`src/rtl/tt_um_hoene_frame_sequencer_pkg.sv`:
```
// Shared definitions for the LED frame sequencer and protocol-selection logic.
package tt_um_hoene_frame_sequencer_pkg;

  // Encoding is fixed because the protocol-selection logic decodes these values.
  typedef enum logic [1:0] {
    ST_IDLE    = 2'd0,
    ST_LOCAL   = 2'd1,
    ST_FORWARD = 2'd2,
    ST_HALT    = 2'd3
  } seq_state_t;

  localparam int BIT_CNT_W = 5;

  // The parity bit follows the last data bit, so its slot index equals the data width.
  function automatic logic [BIT_CNT_W-1:0] parity_slot(input int data_bits);
    return BIT_CNT_W'(data_bits);
  endfunction

endpackage

```
`src/rtl/tt_um_hoene_frame_shift.sv`:
```
// Bit position counter, data shift register and running parity for one word.
module tt_um_hoene_frame_shift
  import tt_um_hoene_frame_sequencer_pkg::*;
#(
  parameter int DATA_BITS = 24
) (
  input  logic                 clk,
  input  logic                 rst,
  input  logic                 clear,
  input  logic                 bit_en,
  input  logic                 in_data,
  output logic [BIT_CNT_W-1:0] bit_counter,
  output logic [DATA_BITS-1:0] data,
  output logic                 word_done,
  output logic                 parity_ok
);

  localparam logic [BIT_CNT_W-1:0] SLOT = parity_slot(DATA_BITS);

  logic parity;

  // The incoming parity bit itself closes the word, so the check folds it in directly.
  assign word_done = bit_en && (bit_counter == SLOT);
  assign parity_ok = ~(parity ^ in_data);

  // Shift data bits MSB first; the parity slot wraps the counter and restarts parity.
  always_ff @(posedge clk or posedge rst) begin
    if (rst) begin
      bit_counter <= '0;
      parity      <= 1'b0;
      data        <= '0;
    end else if (clear) begin
      bit_counter <= '0;
      parity      <= 1'b0;
    end else if (bit_en) begin
      if (bit_counter == SLOT) begin
        bit_counter <= '0;
        parity      <= 1'b0;
      end else begin
        data        <= DATA_BITS'({data, in_data});
        bit_counter <= bit_counter + 1'b1;
        parity      <= parity ^ in_data;
      end
    end
  end

endmodule

```
`src/rtl/tt_um_hoene_frame_sequencer.sv`:
```
// Frame sequencer: local word capture, forwarding enable and link supervision.
module tt_um_hoene_frame_sequencer
  import tt_um_hoene_frame_sequencer_pkg::*;
#(
  parameter int DATA_BITS   = 24,
  parameter int LOCAL_WORDS = 1,
  parameter int TIMEOUT     = 255
) (
  input  logic                 clk,
  input  logic                 rst,
  input  logic                 in_data,
  input  logic                 in_clk,
  input  logic                 in_sync,
  output logic [4:0]           bit_counter,
  output logic [DATA_BITS-1:0] word_data,
  output logic                 word_valid,
  output logic                 fwd_enable,
  output logic                 parity_error,
  output logic                 timeout
);

  localparam int IDLE_W = $clog2(TIMEOUT + 1);
  localparam int WORD_W = $clog2(LOCAL_WORDS + 1);
  localparam logic [IDLE_W-1:0] IDLE_LAST = IDLE_W'(TIMEOUT - 1);
  localparam logic [WORD_W-1:0] WORD_LAST = WORD_W'(LOCAL_WORDS - 1);
  localparam logic [WORD_W-1:0] WORD_MAX  = WORD_W'(LOCAL_WORDS);

  seq_state_t          state;
  logic [IDLE_W-1:0]   idle_cnt;
  logic [WORD_W-1:0]   word_cnt;
  logic                bit_en;
  logic                word_done;
  logic                parity_ok;
  logic [DATA_BITS-1:0] shift_data;

  // Bits are taken in IDLE too, so the first in_clk of a frame is never lost.
  assign bit_en = in_sync && in_clk && (state != ST_HALT);

  tt_um_hoene_frame_shift #(
    .DATA_BITS(DATA_BITS)
  ) u_shift (
    .clk        (clk),
    .rst        (rst),
    .clear      (!in_sync),
    .bit_en     (bit_en),
    .in_data    (in_data),
    .bit_counter(bit_counter),
    .data       (shift_data),
    .word_done  (word_done),
    .parity_ok  (parity_ok)
  );

  // Frame FSM with word/idle counters and registered status outputs.
  always_ff @(posedge clk or posedge rst) begin
    if (rst) begin
      state        <= ST_IDLE;
      idle_cnt     <= '0;
      word_cnt     <= '0;
      word_data    <= '0;
      word_valid   <= 1'b0;
      fwd_enable   <= 1'b0;
      parity_error <= 1'b0;
      timeout      <= 1'b0;
    end else if (!in_sync) begin
      state        <= ST_IDLE;
      idle_cnt     <= '0;
      word_cnt     <= '0;
      word_valid   <= 1'b0;
      fwd_enable   <= 1'b0;
      parity_error <= 1'b0;
      timeout      <= 1'b0;
    end else begin
      word_valid <= 1'b0;
      case (state)
        ST_IDLE: state <= ST_LOCAL;
        ST_LOCAL, ST_FORWARD: begin
          if (!in_clk) begin
            if (idle_cnt == IDLE_LAST) begin
              idle_cnt   <= idle_cnt + 1'b1;
              timeout    <= 1'b1;
              fwd_enable <= 1'b0;
              state      <= ST_HALT;
            end else begin
              idle_cnt <= idle_cnt + 1'b1;
            end
          end else begin
            idle_cnt <= '0;
            if (word_done) begin
              if (state == ST_LOCAL) begin
                if (parity_ok) begin
                  word_data  <= shift_data;
                  word_valid <= 1'b1;
                  word_cnt   <= word_cnt + 1'b1;
                  if (word_cnt == WORD_LAST) begin
                    state      <= ST_FORWARD;
                    fwd_enable <= 1'b1;
                  end
                end else begin
                  parity_error <= 1'b1;
                  state        <= ST_HALT;
                end
              end else begin
                if (!parity_ok) parity_error <= 1'b1;
                if (word_cnt != WORD_MAX) word_cnt <= word_cnt + 1'b1;
              end
            end
          end
        end
        default: fwd_enable <= 1'b0;
      endcase
    end
  end

endmodule

```
`config.mk`:
```
export PLATFORM = sky130hd
export DESIGN_NAME = tt_um_hoene_frame_sequencer
export DESIGN_NICKNAME = d
export VERILOG_FILES = /design/src/rtl/tt_um_hoene_frame_sequencer_pkg.sv /design/src/rtl/tt_um_hoene_frame_shift.sv /design/src/rtl/tt_um_hoene_frame_sequencer.sv
export SDC_FILE = /design/constraint.sdc
export NUM_CORES = 1
export LEC_CHECK = 0
export CORE_ASPECT_RATIO = 0.5
export CORE_UTILIZATION = 50
export DETAILED_ROUTE_END_ITERATION = 8
export DONT_BUFFER_PORTS = 1
export SLEW_MARGIN = 20
export SYNTH_ARGS = -nofsm -noshare
export SYNTH_HDL_FRONTEND = slang
export SYNTH_SLANG_ARGS = --single-unit
export TNS_END_PERCENT = 10
```
`constraint.sdc`:
```
create_clock -name clk -period 3.2 [get_ports clk]
set_input_delay 0.8 -clock clk [delete_from_list [all_inputs] [get_ports clk]]
set_output_delay 0.8 -clock clk [all_outputs]
set_load 0.02 [all_outputs]
```
==> results of run 1 <==
stage by stage:
step	total power [uW]	instances	hold WS [ns]	util, %
floorplan	1460	228	0.472	-
global placement	1540	297	0.492	54.9
detailed placement	1560	297	0.493	54.9
CTS	2450	311	0.438	59.6
global route	2550	311	0.465	59.6
finish	2420	311	0.425	59.6
routing by layer:
metal  share of wire (%)  vias to the layer above
li1                    -                      806
met1                  49                      842
met2                  42                       35
met3                 8.0                        6
met4                 1.1                        0
met5                   0                        -
synth_stat cells (all sizes together), types with 2 or more instances:
master and n:
o211ai 2, nand4 3, a22o 3, o21ai 4, and2 4, clkbuf 3, and3 3, ha 8
buf 6, nand2b 3, nand3 5, xnor2 2, inv 11, nand2 6, mux2 50, a21o 2
nand4b 2, a21oi 6, dfrtp 69, mux2i 2, xor2 5, nor2 16
cells by family after synthesis:
| group | count (synthesis) | share of synthesized area (%) |
|---|---|---|
| mux | 52 | 21.3 |
| buf+inv | 20 | 3.86 |
| flops | 69 | 56.1 |
| compound gates | 25 | 5.53 |
| xor+xnor | 7 | 1.99 |
| fa+ha+maj | 8 | 3.25 |
| simple gates | 47 | 8.01 |
registers in the layout, summed over array words and instances, names as in the netlist, 2 cells and up:
signal               count
u_shift.bit_counter      5
u_shift.data            24
state                    2
idle_cnt                 8
word_data               24
where the power goes:
group	switching, uW	internal (uW)
logic	220	208
registers	111	1000
clock network	348	534
total	679	1740
layout by cell type, fill, tap and decap left out, types with 2 or more instances in the layout:
cell type,instances
o21ai_0,4
xnor2_1,2
a21oi_1,6
clkbuf_16,9
a22o_1,3
inv_1,10
and2_1,4
clkinv_2,2
nand4b_1,2
mux2_4,19
nand2_1,6
a21o_1,2
buf_4,5
dfrtp_1,69
nand2b_1,3
nor2_1,16
nand4_1,3
mux2_2,31
nand3_1,5
o211ai_1,2
mux2i_1,2
xor2_1,5
and3_1,3
ha_1,8
final timing paths:
kind                                                    from                            endpoint  slack [ns]  cells after the start
worst max-delay path                    state[0]$_DFFE_PP0P_            word_data[1]$_DFFE_PP0P_        0.82                      6
worst min-delay path                                     rst  u_shift.bit_counter[3]$_DFFE_PP0P_        0.43                      1
worst max register to register          state[0]$_DFFE_PP0P_            word_data[1]$_DFFE_PP0P_        0.82                      6
worst min register to register  u_shift.data[23]$_DFFE_PP0P_           word_data[23]$_DFFE_PP0P_        0.52                      1
max in group asynchronous                                rst             idle_cnt[3]$_DFFE_PP0N_        2.04                      2
min in group clk                u_shift.data[23]$_DFFE_PP0P_           word_data[23]$_DFFE_PP0P_        0.52                      1
final cells by class:
class | count | area [um^2]
clock inverters | 4 | 26.3
repair buffers | 5 | 37.5
flip-flops and latches | 69 | 1730
inverters | 11 | 41.3
well taps | 73 | 91.3
clock buffers | 10 | 239
fillers | 479 | 2310
multi-input cells | 139 | 1240
==> out/results.tsv, run 1 <==
metric	value	unit
type of the worst setup path	reg -> reg	
crit path buf inv count	2	
drt pass-1 iters	4	
Routed WL	5160	um
vias in the first global route	1675	
Post-Syn Nets	241	
Routed Antenna Nets	0	
Worst-Skew Late Latency	0.33	ns
die height	57.5	um
met1 usage	23.8	%
CP peak stage delay	0.50	ns
post-CTS setup buffers	0	
fin crit share	74.5	%
core area	5710	um^2
Mapped Cells	228	
Worst setup EP type	flop	
status	finished clean	
area share of the largest cell type after synthesis	56.1	%
initial DRC count	54	
maximum VDD drop	0.372	mV
largest net degree at the start of global routing	30	
Num Clock Sinks	69	
Post-synth EDFFs	0	
sequential area share after synthesis	56.1	%
GR peak layer	met2	
worst setup margin	0.816	ns
setup_tns	0	ns
clk slew on worst S/H paths	0.05	ns
fmax	419	MHz
CP Launch Type	flop	
RD Place Congestion	0.818	
top cells by area, synth	dfrtp_1, mux2_2, mux2_4	
Synth Flop Type	dfrtp_1	
H-tree depth	3	
CP Cell Sequence	inv_1, ha_1, nand4b_1, or4_1, buf_4, mux2_4	
PD cells	712	nW/um^2
post-synth top area cell	dfrtp_1	
detailed-route via count	1689	
fin. max-slew vios	0	
M2 GR Usage	25.2	%
Num CTS Buffers	9	
CTS root buffer	clkbuf_16	
Setup WS pre-CTS	0.851	ns
max cap viols	0	
final instance area	3400	um^2
Top Family by Delay on Critical Path	simple AND/OR/NAND/NOR gates	
Setup violations, final	0	
GR Util All Layers	18.3	%
n_diodes	0	
grt ovf	0	
Max clock buf depth	2	
ys async rst share	100	%
P&R area growth vs syn	10.4	%
initial antenna violation count	0	
CTS tree	done	
synth warn	0	
starting density of the core	53.9	%
Min-Delay Path Class	in -> async	
Avg Inst Size Synth	13.5	um^2
WP data required	3.41	ns
first-pass GRT wire length	8590	um
Distinct cells, synth	38	
CTS resizes	0	
Nets	248	
critical-path maximum fanout	25	
Final min period	2.38	ns
vias per inst	5.43	
dpl cell area	3130	um^2
clk_skew	0.00791	ns
dpl hpwl	3360	um
# IOs	38	
P_leak	0.00172	uW
Post-Syn Area	3080	um^2
RSZ-0062 raised after global routing	false	
PortBufs	0	
# hold bufs at CTS	0	
Fin. Hold Viols	0	
met3 Track Usage GR	10.9	%
Die Span X	113	um
slew margin rel.	58.9	%
# DRC	0	
layout cell share with drive strength beyond 1	30.3	%
# rows	19	
Slew @ Worst Pin	0.616	ns
#FFs+latches synth	69	
Crit-path slowest cell	ha_1	
die area	6490	um^2
wire per inst	16.6	um
CP Data Arrival Time	2.59	ns
No activity file was read; power rests on OpenSTA's default activity.
==> run 2: changes to the inputs <==
==> constraint.sdc (replaced) <==
create_clock -name clk -period 2.4 [get_ports clk]
set_input_delay 0.6 -clock clk [delete_from_list [all_inputs] [get_ports clk]]
set_output_delay 0.6 -clock clk [all_outputs]
set_load 0.02 [all_outputs]
==> out/results.tsv, run 2 (synthesis results as in run 1) <==
metric	value	unit	change
most frequent cells in the layout	dfrtp_1, mux2_2, mux2_4		unchanged
drt pass-1 iters	4		unchanged
P_leak	0.00177	uW	was 0.00172 uW
switch share	26.2	%	was 28.0%
RD Place Congestion	0.782		was 0.818
initial antenna violation count	0		unchanged
# DRC	0		unchanged
setup_tns	0	ns	unchanged
GR Util All Layers	19.0	%	was 18.3%
fill cell count	441		was 479
Worst setup EP type	flop		unchanged
vias per inst	5.43		about the same
dpl cell area	3180	um^2	was 3130 um^2
vias in the first global route	1822		was 1675
Die Span X	113	um	unchanged
fin. max-slew vios	0		unchanged
CP Launch Type	flop		unchanged
clk_skew	0.00494	ns	was 0.00791 ns
Routed Antenna Nets	0		unchanged
WP data required	2.60	ns	was 3.41 ns
n_diodes	0		unchanged
CTS root buffer	clkbuf_16		unchanged
max cap viols	0		unchanged
wire per inst	16.5	um	was 16.6 um
CTS tree	done		unchanged
most common cell after layout, fill and taps aside	dfrtp_1		unchanged
logic gate share of total power	17.8	%	was 17.7%
part of the power in registers	42.3	%	was 45.9%
Slew @ Worst Pin	0.522	ns	was 0.616 ns
P_int	2560	uW	was 1740 uW
detailed-route via count	1717		was 1689
CTS resizes	0		unchanged
starting density of the core	53.9	%	unchanged
Routed WL	5210	um	was 5160 um
dpl hpwl	3380	um	was 3360 um
sw power	912	uW	was 679 uW
maximum VDD drop	0.583	mV	was 0.372 mV
Setup violations, final	0		unchanged
critical-path maximum fanout	25		unchanged
core area	5710	um^2	unchanged
clk slew on worst S/H paths	0.05	ns	about the same
# hold bufs at CTS	0		unchanged
slew margin rel.	65.1	%	was 58.9%
RSZ-0062 raised after global routing	false		unchanged
largest registers	u_shift.data x24, word_data x24, idle_cnt x8		unchanged
PD cells	995	nW/um^2	was 712 nW/um^2
Worst-Skew Late Latency	0.32	ns	was 0.33 ns
Fin. Hold Viols	0		unchanged
H-tree depth	3		unchanged
status	finished clean		unchanged
die height	57.5	um	unchanged
# rows	19		unchanged
largest net degree at the start of global routing	48		was 30
Nets	252		was 248
final instance area	3490	um^2	was 3400 um^2
Final min period	2.12	ns	was 2.38 ns
die area	6490	um^2	unchanged
Num Clock Sinks	69		unchanged
post-CTS setup buffers	0		unchanged
Max clock buf depth	2		unchanged
P&R area growth vs syn	13.5	%	was 10.4%
Min-Delay Path Class	in -> async		unchanged
first-pass GRT wire length	9250	um	was 8590 um
fmax	472	MHz	was 419 MHz
type of the worst setup path	reg -> reg		unchanged
PortBufs	0		unchanged
initial DRC count	109		was 54
Clock power frac	40.0	%	was 36.4%
grt ovf	0		unchanged
CP Data Arrival Time	2.32	ns	was 2.59 ns
layout cell share with drive strength beyond 1	31.3	%	was 30.3%
fin crit share	88.3	%	was 74.5%
Num CTS Buffers	9		unchanged
# IOs	38		unchanged
## run 2: cell types whose count changed in the layout (fill, tap and decap cells not counted)
cell,change
buf_4,+3
bufinv_16,+2
buf_12,+1
clkbuf_1,+1
clkinv_2,-1
clkinv_4,-1
## run 2: per-layer routing
layer / track usage [%] / up-vias / wire length, um
met2: 28.2 / 34 / 2360
met4: 6.20 / 0 / 37
met1: 25.1 / 859 / 2500
met3: 8.61 / 4 / 320
li1: - / 820 / -
met5: 0 / - / 0
## run 2: layout make-up
class / instances / area [um^2] / area share (%)
clock buffer: 11 / 243 / 6.95
clock inverter: 4 / 72.6 / 2.08
inverter: 11 / 41.3 / 1.18
multi-input combinational: 139 / 1240 / 35.4
sequential: 69 / 1730 / 49.4
tap: 73 / 91.3 / 2.62
timing repair buffer: 9 / 80.1 / 2.29
## run 2: path summary, 6_finish.rpt
check / from / to / slack (ns) / cells after the start
min reg2reg: u_shift.data[23]$_DFFE_PP0P_ / word_data[23]$_DFFE_PP0P_ / 0.52 / 1
max: state[0]$_DFFE_PP0P_ / word_data[20]$_DFFE_PP0P_ / 0.28 / 6
max reg2reg: state[0]$_DFFE_PP0P_ / word_data[20]$_DFFE_PP0P_ / 0.28 / 6
min in group clk: in_sync / timeout$_DFFE_PP0P_ / 0.40 / 1
max in group asynchronous: rst / word_data[20]$_DFFE_PP0P_ / 1.59 / 2
min: rst / u_shift.bit_counter[0]$_DFFE_PP0P_ / 0.19 / 1
## run 2: through the flow
stage	std cells	total power (uW)	utilization, %	setup slack, ns	hold slack, ns
floorplan	228	1940	-	0.0601	0.472
global placement	301	2080	55.7	0.319	0.499
detailed placement	301	2110	55.7	0.312	0.507
CTS	316	3520	61.2	0.294	0.205
global route	316	3680	61.2	0.160	0.221
finish	316	3480	61.2	0.282	0.195
## run 2: power groups by stage
| stage | combinational [uW] | clock (uW) | sequential, uW |
|---|---|---|---|
| finish | 617 | 1390 | 1470 |
| global route | 707 | 1470 | 1500 |
| CTS | 624 | 1420 | 1470 |
| detailed placement | 619 | 0 | 1490 |
| global placement | 600 | 0 | 1480 |
| floorplan | 481 | 0 | 1460 |
## run 2: worst max-delay path: stages (launching register included)
cell and delay, ns:
dfrtp_1 0.38, inv_1 0.09, ha_1 0.30, nand4b_1 0.12
or4_1 0.47, buf_4 0.28, mux2_4 0.35
